===== src/rtl/mips_pkg.sv =====
`default_nettype none
// ============================================================================
// Module   : mips_pkg
// Purpose  : Shared multicycle MIPS types: controller state encoding, opcodes
//            and datapath select encodings.
// Revision : 1.0 - initial release
// ============================================================================
package mips_pkg;

    typedef enum logic [3:0] {
        S_FETCH   = 4'd0,
        S_DECODE  = 4'd1,
        S_MEMADR  = 4'd2,
        S_MEMRD   = 4'd3,
        S_MEMWB   = 4'd4,
        S_MEMWR   = 4'd5,
        S_RTYPEEX = 4'd6,
        S_RTYPEWB = 4'd7,
        S_BEQEX   = 4'd8,
        S_ADDIEX  = 4'd9,
        S_IWB     = 4'd10,
        S_JEX     = 4'd11,
        S_BNEEX   = 4'd12,
        S_ORIEX   = 4'd13
    } state_t;

    localparam logic [5:0] c_op_rtype = 6'b000000;
    localparam logic [5:0] c_op_j     = 6'b000010;
    localparam logic [5:0] c_op_beq   = 6'b000100;
    localparam logic [5:0] c_op_bne   = 6'b000101;
    localparam logic [5:0] c_op_addi  = 6'b001000;
    localparam logic [5:0] c_op_ori   = 6'b001101;
    localparam logic [5:0] c_op_lw    = 6'b100011;
    localparam logic [5:0] c_op_sw    = 6'b101011;

    // aluop classes consumed by the existing ALU decoder
    localparam logic [1:0] c_aluop_add   = 2'b00;
    localparam logic [1:0] c_aluop_sub   = 2'b01;
    localparam logic [1:0] c_aluop_funct = 2'b10;
    localparam logic [1:0] c_aluop_or    = 2'b11;

    localparam logic [1:0] c_srcb_reg   = 2'b00;
    localparam logic [1:0] c_srcb_four  = 2'b01;
    localparam logic [1:0] c_srcb_imm   = 2'b10;
    localparam logic [1:0] c_srcb_immsh = 2'b11;

    localparam logic [1:0] c_pc_alu    = 2'b00;
    localparam logic [1:0] c_pc_aluout = 2'b01;
    localparam logic [1:0] c_pc_jump   = 2'b10;

endpackage
`default_nettype wire


===== src/rtl/mc_maindec_if.sv =====
`default_nettype none
// ============================================================================
// Module   : mc_maindec_if
// Purpose  : Controller <-> datapath bundle for the multicycle main decoder.
// Revision : 1.0 - initial release
// ============================================================================
interface mc_maindec_if;
    logic [5:0] op;
    logic       mem_ready;
    logic       pcwrite;
    logic       irwrite;
    logic       memwrite;
    logic       regwrite;
    logic       iord;
    logic       alusrca;
    logic       regdst;
    logic       memtoreg;
    logic       branch;
    logic       bne;
    logic       ori;
    logic       illegal;
    logic [1:0] alusrcb;
    logic [1:0] pcsrc;
    logic [1:0] aluop;
    logic [3:0] state;

    modport slave (
        input  op, mem_ready,
        output pcwrite, irwrite, memwrite, regwrite, iord, alusrca, regdst,
               memtoreg, branch, bne, ori, illegal, alusrcb, pcsrc, aluop, state
    );

    modport master (
        output op, mem_ready,
        input  pcwrite, irwrite, memwrite, regwrite, iord, alusrca, regdst,
               memtoreg, branch, bne, ori, illegal, alusrcb, pcsrc, aluop, state
    );
endinterface
`default_nettype wire


===== src/rtl/mc_maindec.sv =====
`default_nettype none
// ============================================================================
// Module   : mc_maindec
// Purpose  : Moore main-decoder FSM for the multicycle MIPS controller.
// Revision : 1.0 - initial release
// ============================================================================
module mc_maindec
    import mips_pkg::*;
#(
    parameter int SUPPORT_BNE = 1,
    parameter int SUPPORT_ORI = 1
) (
    input  wire          clk,
    input  wire          reset,
    mc_maindec_if.slave  bus
);

    state_t     r_state;
    state_t     w_next;
    logic       w_pcwrite, w_irwrite, w_memwrite, w_regwrite, w_iord, w_alusrca;
    logic       w_regdst, w_memtoreg, w_branch, w_bne, w_ori, w_illegal;
    logic [1:0] w_alusrcb, w_pcsrc, w_aluop;

    always_ff @(posedge clk or posedge reset) begin
        if (reset) r_state <= S_FETCH;
        else       r_state <= w_next;
    end

    always_comb begin
        w_next     = S_FETCH;
        w_pcwrite  = 1'b0;
        w_irwrite  = 1'b0;
        w_memwrite = 1'b0;
        w_regwrite = 1'b0;
        w_iord     = 1'b0;
        w_alusrca  = 1'b0;
        w_regdst   = 1'b0;
        w_memtoreg = 1'b0;
        w_branch   = 1'b0;
        w_bne      = 1'b0;
        w_ori      = 1'b0;
        w_illegal  = 1'b0;
        w_alusrcb  = c_srcb_reg;
        w_pcsrc    = c_pc_alu;
        w_aluop    = c_aluop_add;
        case (r_state)
            S_FETCH: begin
                w_alusrcb = c_srcb_four;
                w_irwrite = bus.mem_ready;
                w_pcwrite = bus.mem_ready;
                w_next    = bus.mem_ready ? S_DECODE : S_FETCH;
            end
            S_DECODE: begin
                w_alusrcb = c_srcb_immsh;
                case (bus.op)
                    c_op_lw, c_op_sw: w_next = S_MEMADR;
                    c_op_rtype:       w_next = S_RTYPEEX;
                    c_op_beq:         w_next = S_BEQEX;
                    c_op_addi:        w_next = S_ADDIEX;
                    c_op_j:           w_next = S_JEX;
                    c_op_bne: begin
                        if (SUPPORT_BNE != 0) w_next    = S_BNEEX;
                        else                  w_illegal = 1'b1;
                    end
                    c_op_ori: begin
                        if (SUPPORT_ORI != 0) w_next    = S_ORIEX;
                        else                  w_illegal = 1'b1;
                    end
                    default:          w_illegal = 1'b1;
                endcase
            end
            S_MEMADR: begin
                w_alusrca = 1'b1;
                w_alusrcb = c_srcb_imm;
                if (bus.op == c_op_lw)      w_next = S_MEMRD;
                else if (bus.op == c_op_sw) w_next = S_MEMWR;
            end
            S_MEMRD: begin
                w_iord = 1'b1;
                w_next = bus.mem_ready ? S_MEMWB : S_MEMRD;
            end
            S_MEMWB: begin
                w_memtoreg = 1'b1;
                w_regwrite = 1'b1;
            end
            S_MEMWR: begin
                // write strobe is held for the whole access, not just the last cycle
                w_iord     = 1'b1;
                w_memwrite = 1'b1;
                w_next     = bus.mem_ready ? S_FETCH : S_MEMWR;
            end
            S_RTYPEEX: begin
                w_alusrca = 1'b1;
                w_aluop   = c_aluop_funct;
                w_next    = S_RTYPEWB;
            end
            S_RTYPEWB: begin
                w_regdst   = 1'b1;
                w_regwrite = 1'b1;
            end
            S_BEQEX, S_BNEEX: begin
                w_alusrca = 1'b1;
                w_aluop   = c_aluop_sub;
                w_pcsrc   = c_pc_aluout;
                w_branch  = (r_state == S_BEQEX);
                w_bne     = (r_state == S_BNEEX);
            end
            S_ADDIEX: begin
                w_alusrca = 1'b1;
                w_alusrcb = c_srcb_imm;
                w_next    = S_IWB;
            end
            S_ORIEX: begin
                w_alusrca = 1'b1;
                w_alusrcb = c_srcb_imm;
                w_aluop   = c_aluop_or;
                w_ori     = 1'b1;
                w_next    = S_IWB;
            end
            S_IWB: begin
                w_regwrite = 1'b1;
            end
            S_JEX: begin
                w_pcsrc   = c_pc_jump;
                w_pcwrite = 1'b1;
            end
            default: ;
        endcase
    end

    // write enables are forced low while reset is held, even in FETCH with mem_ready high
    assign bus.pcwrite  = w_pcwrite  & ~reset;
    assign bus.irwrite  = w_irwrite  & ~reset;
    assign bus.memwrite = w_memwrite & ~reset;
    assign bus.regwrite = w_regwrite & ~reset;
    assign bus.illegal  = w_illegal  & ~reset;
    assign bus.iord     = w_iord;
    assign bus.alusrca  = w_alusrca;
    assign bus.regdst   = w_regdst;
    assign bus.memtoreg = w_memtoreg;
    assign bus.branch   = w_branch;
    assign bus.bne      = w_bne;
    assign bus.ori      = w_ori;
    assign bus.alusrcb  = w_alusrcb;
    assign bus.pcsrc    = w_pcsrc;
    assign bus.aluop    = w_aluop;
    assign bus.state    = r_state;

endmodule
`default_nettype wire


===== src/flat_wrapper.sv =====
// flat-port wrapper written by rule: the top's interface ports become plain ports
module mc_maindec_flat import mips_pkg::*;
#(
    parameter int SUPPORT_BNE = 1,
    parameter int SUPPORT_ORI = 1
)
  (clk, reset, bus_op, bus_mem_ready, bus_pcwrite, bus_irwrite, bus_memwrite, bus_regwrite, bus_iord, bus_alusrca, bus_regdst, bus_memtoreg, bus_branch, bus_bne, bus_ori, bus_illegal, bus_alusrcb, bus_pcsrc, bus_aluop, bus_state);
  mc_maindec_if bus_i ();
  input  wire clk;
  input  wire reset;
  input wire logic [$bits(bus_i.op)-1:0] bus_op;
  input wire logic [$bits(bus_i.mem_ready)-1:0] bus_mem_ready;
  output wire logic [$bits(bus_i.pcwrite)-1:0] bus_pcwrite;
  output wire logic [$bits(bus_i.irwrite)-1:0] bus_irwrite;
  output wire logic [$bits(bus_i.memwrite)-1:0] bus_memwrite;
  output wire logic [$bits(bus_i.regwrite)-1:0] bus_regwrite;
  output wire logic [$bits(bus_i.iord)-1:0] bus_iord;
  output wire logic [$bits(bus_i.alusrca)-1:0] bus_alusrca;
  output wire logic [$bits(bus_i.regdst)-1:0] bus_regdst;
  output wire logic [$bits(bus_i.memtoreg)-1:0] bus_memtoreg;
  output wire logic [$bits(bus_i.branch)-1:0] bus_branch;
  output wire logic [$bits(bus_i.bne)-1:0] bus_bne;
  output wire logic [$bits(bus_i.ori)-1:0] bus_ori;
  output wire logic [$bits(bus_i.illegal)-1:0] bus_illegal;
  output wire logic [$bits(bus_i.alusrcb)-1:0] bus_alusrcb;
  output wire logic [$bits(bus_i.pcsrc)-1:0] bus_pcsrc;
  output wire logic [$bits(bus_i.aluop)-1:0] bus_aluop;
  output wire logic [$bits(bus_i.state)-1:0] bus_state;
  assign bus_i.op = bus_op;
  assign bus_i.mem_ready = bus_mem_ready;
  assign bus_pcwrite = bus_i.pcwrite;
  assign bus_irwrite = bus_i.irwrite;
  assign bus_memwrite = bus_i.memwrite;
  assign bus_regwrite = bus_i.regwrite;
  assign bus_iord = bus_i.iord;
  assign bus_alusrca = bus_i.alusrca;
  assign bus_regdst = bus_i.regdst;
  assign bus_memtoreg = bus_i.memtoreg;
  assign bus_branch = bus_i.branch;
  assign bus_bne = bus_i.bne;
  assign bus_ori = bus_i.ori;
  assign bus_illegal = bus_i.illegal;
  assign bus_alusrcb = bus_i.alusrcb;
  assign bus_pcsrc = bus_i.pcsrc;
  assign bus_aluop = bus_i.aluop;
  assign bus_state = bus_i.state;
  mc_maindec #(.SUPPORT_BNE(SUPPORT_BNE), .SUPPORT_ORI(SUPPORT_ORI)) u_core (.clk(clk), .reset(reset), .bus(bus_i));
endmodule

===== config.mk =====
export PLATFORM = sky130hd
export DESIGN_NAME = mc_maindec_flat
export DESIGN_NICKNAME = d
export VERILOG_FILES = /design/src/rtl/mips_pkg.sv /design/src/rtl/mc_maindec_if.sv /design/src/rtl/mc_maindec.sv /design/src/flat_wrapper.sv
export SDC_FILE = /design/constraint.sdc
export NUM_CORES = 1
export LEC_CHECK = 0
export CELL_PAD_IN_SITES_DETAIL_PLACEMENT = 1
export CELL_PAD_IN_SITES_GLOBAL_PLACEMENT = 1
export CORE_ASPECT_RATIO = 1.5
export CORE_MARGIN = 1
export CORE_UTILIZATION = 28
export CTS_CLUSTER_SIZE = 8
export DETAILED_ROUTE_END_ITERATION = 10
export HOLD_SLACK_MARGIN = 0.12
export PLACE_DENSITY = 0.8
export SLEW_MARGIN = 20
export SYNTH_ARGS = -nofsm -noshare
export SYNTH_HDL_FRONTEND = slang
export SYNTH_SLANG_ARGS = --single-unit
export TNS_END_PERCENT = 5

===== constraint.sdc =====
create_clock -name clk -period 3.4 [get_ports clk]
set_input_delay 0.51 -clock clk [delete_from_list [all_inputs] [get_ports clk]]
set_output_delay 0.51 -clock clk [all_outputs]
set_load 0.02 [all_outputs]

==> run metrics <==
pin count of the biggest net entering global routing=16; Horiz. Die Dim=around 40 um; Via density=approximately 5.4; IO Pins=31; WP data arrival=around 2.5 ns; Layout Nets=120; Antenna Violating Nets Remaining=0; CTS tree=built; Longest Clk Path Bufs=2; H-tree levels=1; I/O Buffers=30; DR iter-0 viols=6; max FFs per register=4; Syn Nets=92; number of global-route vias before repair=665; Gates resized, CTS repair=0; dpl cell area=865 um^2; Post-CTS Hold Fix Bufs=0; relative slew slack=68.9%; Max Slew Vio Count=0; biggest area consumer among synthesized cells=dfrtp_1; worst-path cell chain=clkdlybuf4s50_1, o21ai_0, o211ai_1, a31o_2, nor4b_1, clkdlybuf4s50_1; share of layout cells above drive strength 1=8.26%; GPL Wtd Cong=0.809; Area contributors post-synth=dfrtp_1, nor3_1, buf_6; synthesized area=596 um^2; final hold viol count=0; Total Wirelength=around 1800 um; worst path required time=2.89 ns; EDFF count, synth=0; Async SR Flop Fraction=between 90% and 100%; Clock Sinks=4; via count=705; crit-path most repeated cell=clkdlybuf4s50_1; post-synthesis sequential element count=4; YS warnings=0; max cap viols=0; DPL Wire Length=1410 um; Initial Util=between 20 and 30%; fillers=255; fin crit period=about 3.0 ns; VDD IR-drop max=about 0.0002 V; register clock-pin slew on the reported worst setup and hold paths=~0.040 ns; post-synthesis sequential area ratio=16.8%; Die Area=2320 um^2; Worst path max stage delay=0.67 ns; Worst-Skew Late Latency=0.23 ns; Finished Core Util=43.8%; CTS buffer count=3; Die H=58.5 um; Setup TNS Final=0 ns; run status=finished clean; Top FF cell, synth=dfrtp_1; Final Cell Area=887 um^2; core area=2030 um^2; final setup fails=0; initial antenna violation count=0; CP max-delay cell=clkdlybuf4s50_1; unrepaired setup endpoints after global routing=no; DRC viols=0; grt ovf=0; worst-margin pin slew=0.467 ns; synth-to-layout area growth=48.9%; Synth Instances=83; Syn Area/Cell=around 7.2 um^2; Crit. End Element=output port; FP Rows=20; Critical Path Source Type=primary input; wire per inst=13.5 um; TritonRoute pass-1 iters=2; hold_ws=~0.68 ns; Tot GR Track Use=17.7%; # diodes=0; CTS root buf=clkbuf_4; FMAX=333 MHz; worst-path maximum fanout=11; global-route wire length before repair=2950 um; PD cells=266 nW/um^2; Synth top area share=about 17%; post-CTS setup buffers=0; Worst Setup Path Type=primary input to output port; Tcrit/Tclk final=88.4%; Leak Pwr=0.338 nW; Worst Skew=approximately 0.0017 ns; HP Class=primary input to async pin; number of distinct library cells after synthesis=35
stage by stage:
step	setup WS (ns)	std cells	total power, mW
6_report	0.394	131	0.236
5_1_grt	0.277	131	0.254
4_1_cts	0.379	131	0.238
3_5_place_dp	0.412	128	0.181
3_3_place_gp	0.528	128	0.180
2_1_floorplan	1.09	83	0.135
layout by cell type, fill, tap and decap left out, types with 3 or more instances in the layout:
cell type	Yosys	layout
clkdlybuf4s50_1	0	30
nor3_1	10	10
nor2_1	8	8
nand2_1	6	6
o21ai_0	6	6
a21oi_1	4	4
dfrtp_1	4	4
nand2b_1	3	3
inv_1	3	3
xnor2_1	3	3
nand3_1	3	3
clkbuf_4	0	3
cell type report:
type | instances | area (um^2) | area share (%)
multi-input cells | 69 | 425 | 48.0
well taps | 22 | 27.5 | 3.10
inverters | 3 | 11.3 | 1.27
flip-flops and latches | 4 | 100 | 11.3
repair buffers | 30 | 300 | 33.9
clock buffers | 3 | 22.5 | 2.54
report_power, final:
part           internal [mW]  total (mW)  switching, mW  leakage (nW)
logic                 0.0554       0.116         0.0604         0.270
clock network         0.0393      0.0555         0.0162        0.0138
registers             0.0514      0.0647         0.0133        0.0541
total                  0.146       0.236         0.0899         0.338
per-layer routing:
layer	share of wire, %	vias to the layer above	GRT usage, %
met5	0	-	0
met4	0	0	5.91
met3	3.5	0	3.77
met2	54	22	31.1
met1	43	331	20.1
li1	-	352	-
path summary, 6_finish.rpt:
| path | startpoint | to | slack (ns) | cells past startpoint |
|---|---|---|---|---|
| min | reset | u_core.bus.state[3]$_DFF_PP0_ | 0.68 | 2 |
| max in group asynchronous | reset | u_core.bus.state[1]$_DFF_PP0_ | 2.57 | 2 |
| min in group clk | u_core.bus.state[0]$_DFF_PP0_ | u_core.bus.state[2]$_DFF_PP0_ | 0.81 | 1 |
| max reg2reg | u_core.bus.state[1]$_DFF_PP0_ | u_core.bus.state[0]$_DFF_PP0_ | 1.71 | 4 |
| min reg2reg | u_core.bus.state[0]$_DFF_PP0_ | u_core.bus.state[2]$_DFF_PP0_ | 0.81 | 1 |
| max | bus_op[2] | bus_illegal | 0.39 | 6 |
critical path, delay by kind of cell:
family,cells,cell delay (ns)
AOI/OAI and AO/OA,3,0.41
buffers and inverters,2,1.33
and+or+nand+nor,1,0.24
Yosys cell counts, drive strengths merged, types with 2 or more instances:
| cell | count |
|---|---|
| a21oi | 4 |
| a31o | 2 |
| and2 | 2 |
| and2b | 2 |
| and3 | 2 |
| buf | 7 |
| dfrtp | 4 |
| inv | 3 |
| mux2i | 2 |
| nand2 | 6 |
| nand2b | 3 |
| nand3 | 4 |
| nor2 | 8 |
| nor3 | 10 |
| o21ai | 6 |
| or4 | 2 |
| xnor2 | 3 |
cells by family (layout without fill, tap and decap cells):
group	Yosys count	in the layout	synth area share, %
DFF	4	4	16.8
buffers and inverters	10	36	11.8
xor gates and xnor gates	3	3	4.41
AOI/OAI and AO/OA	19	19	20.8
muxes	3	3	5.25
and+or+nand+nor	44	44	41.0
Note: power is estimated with default switching activity, not from simulation.
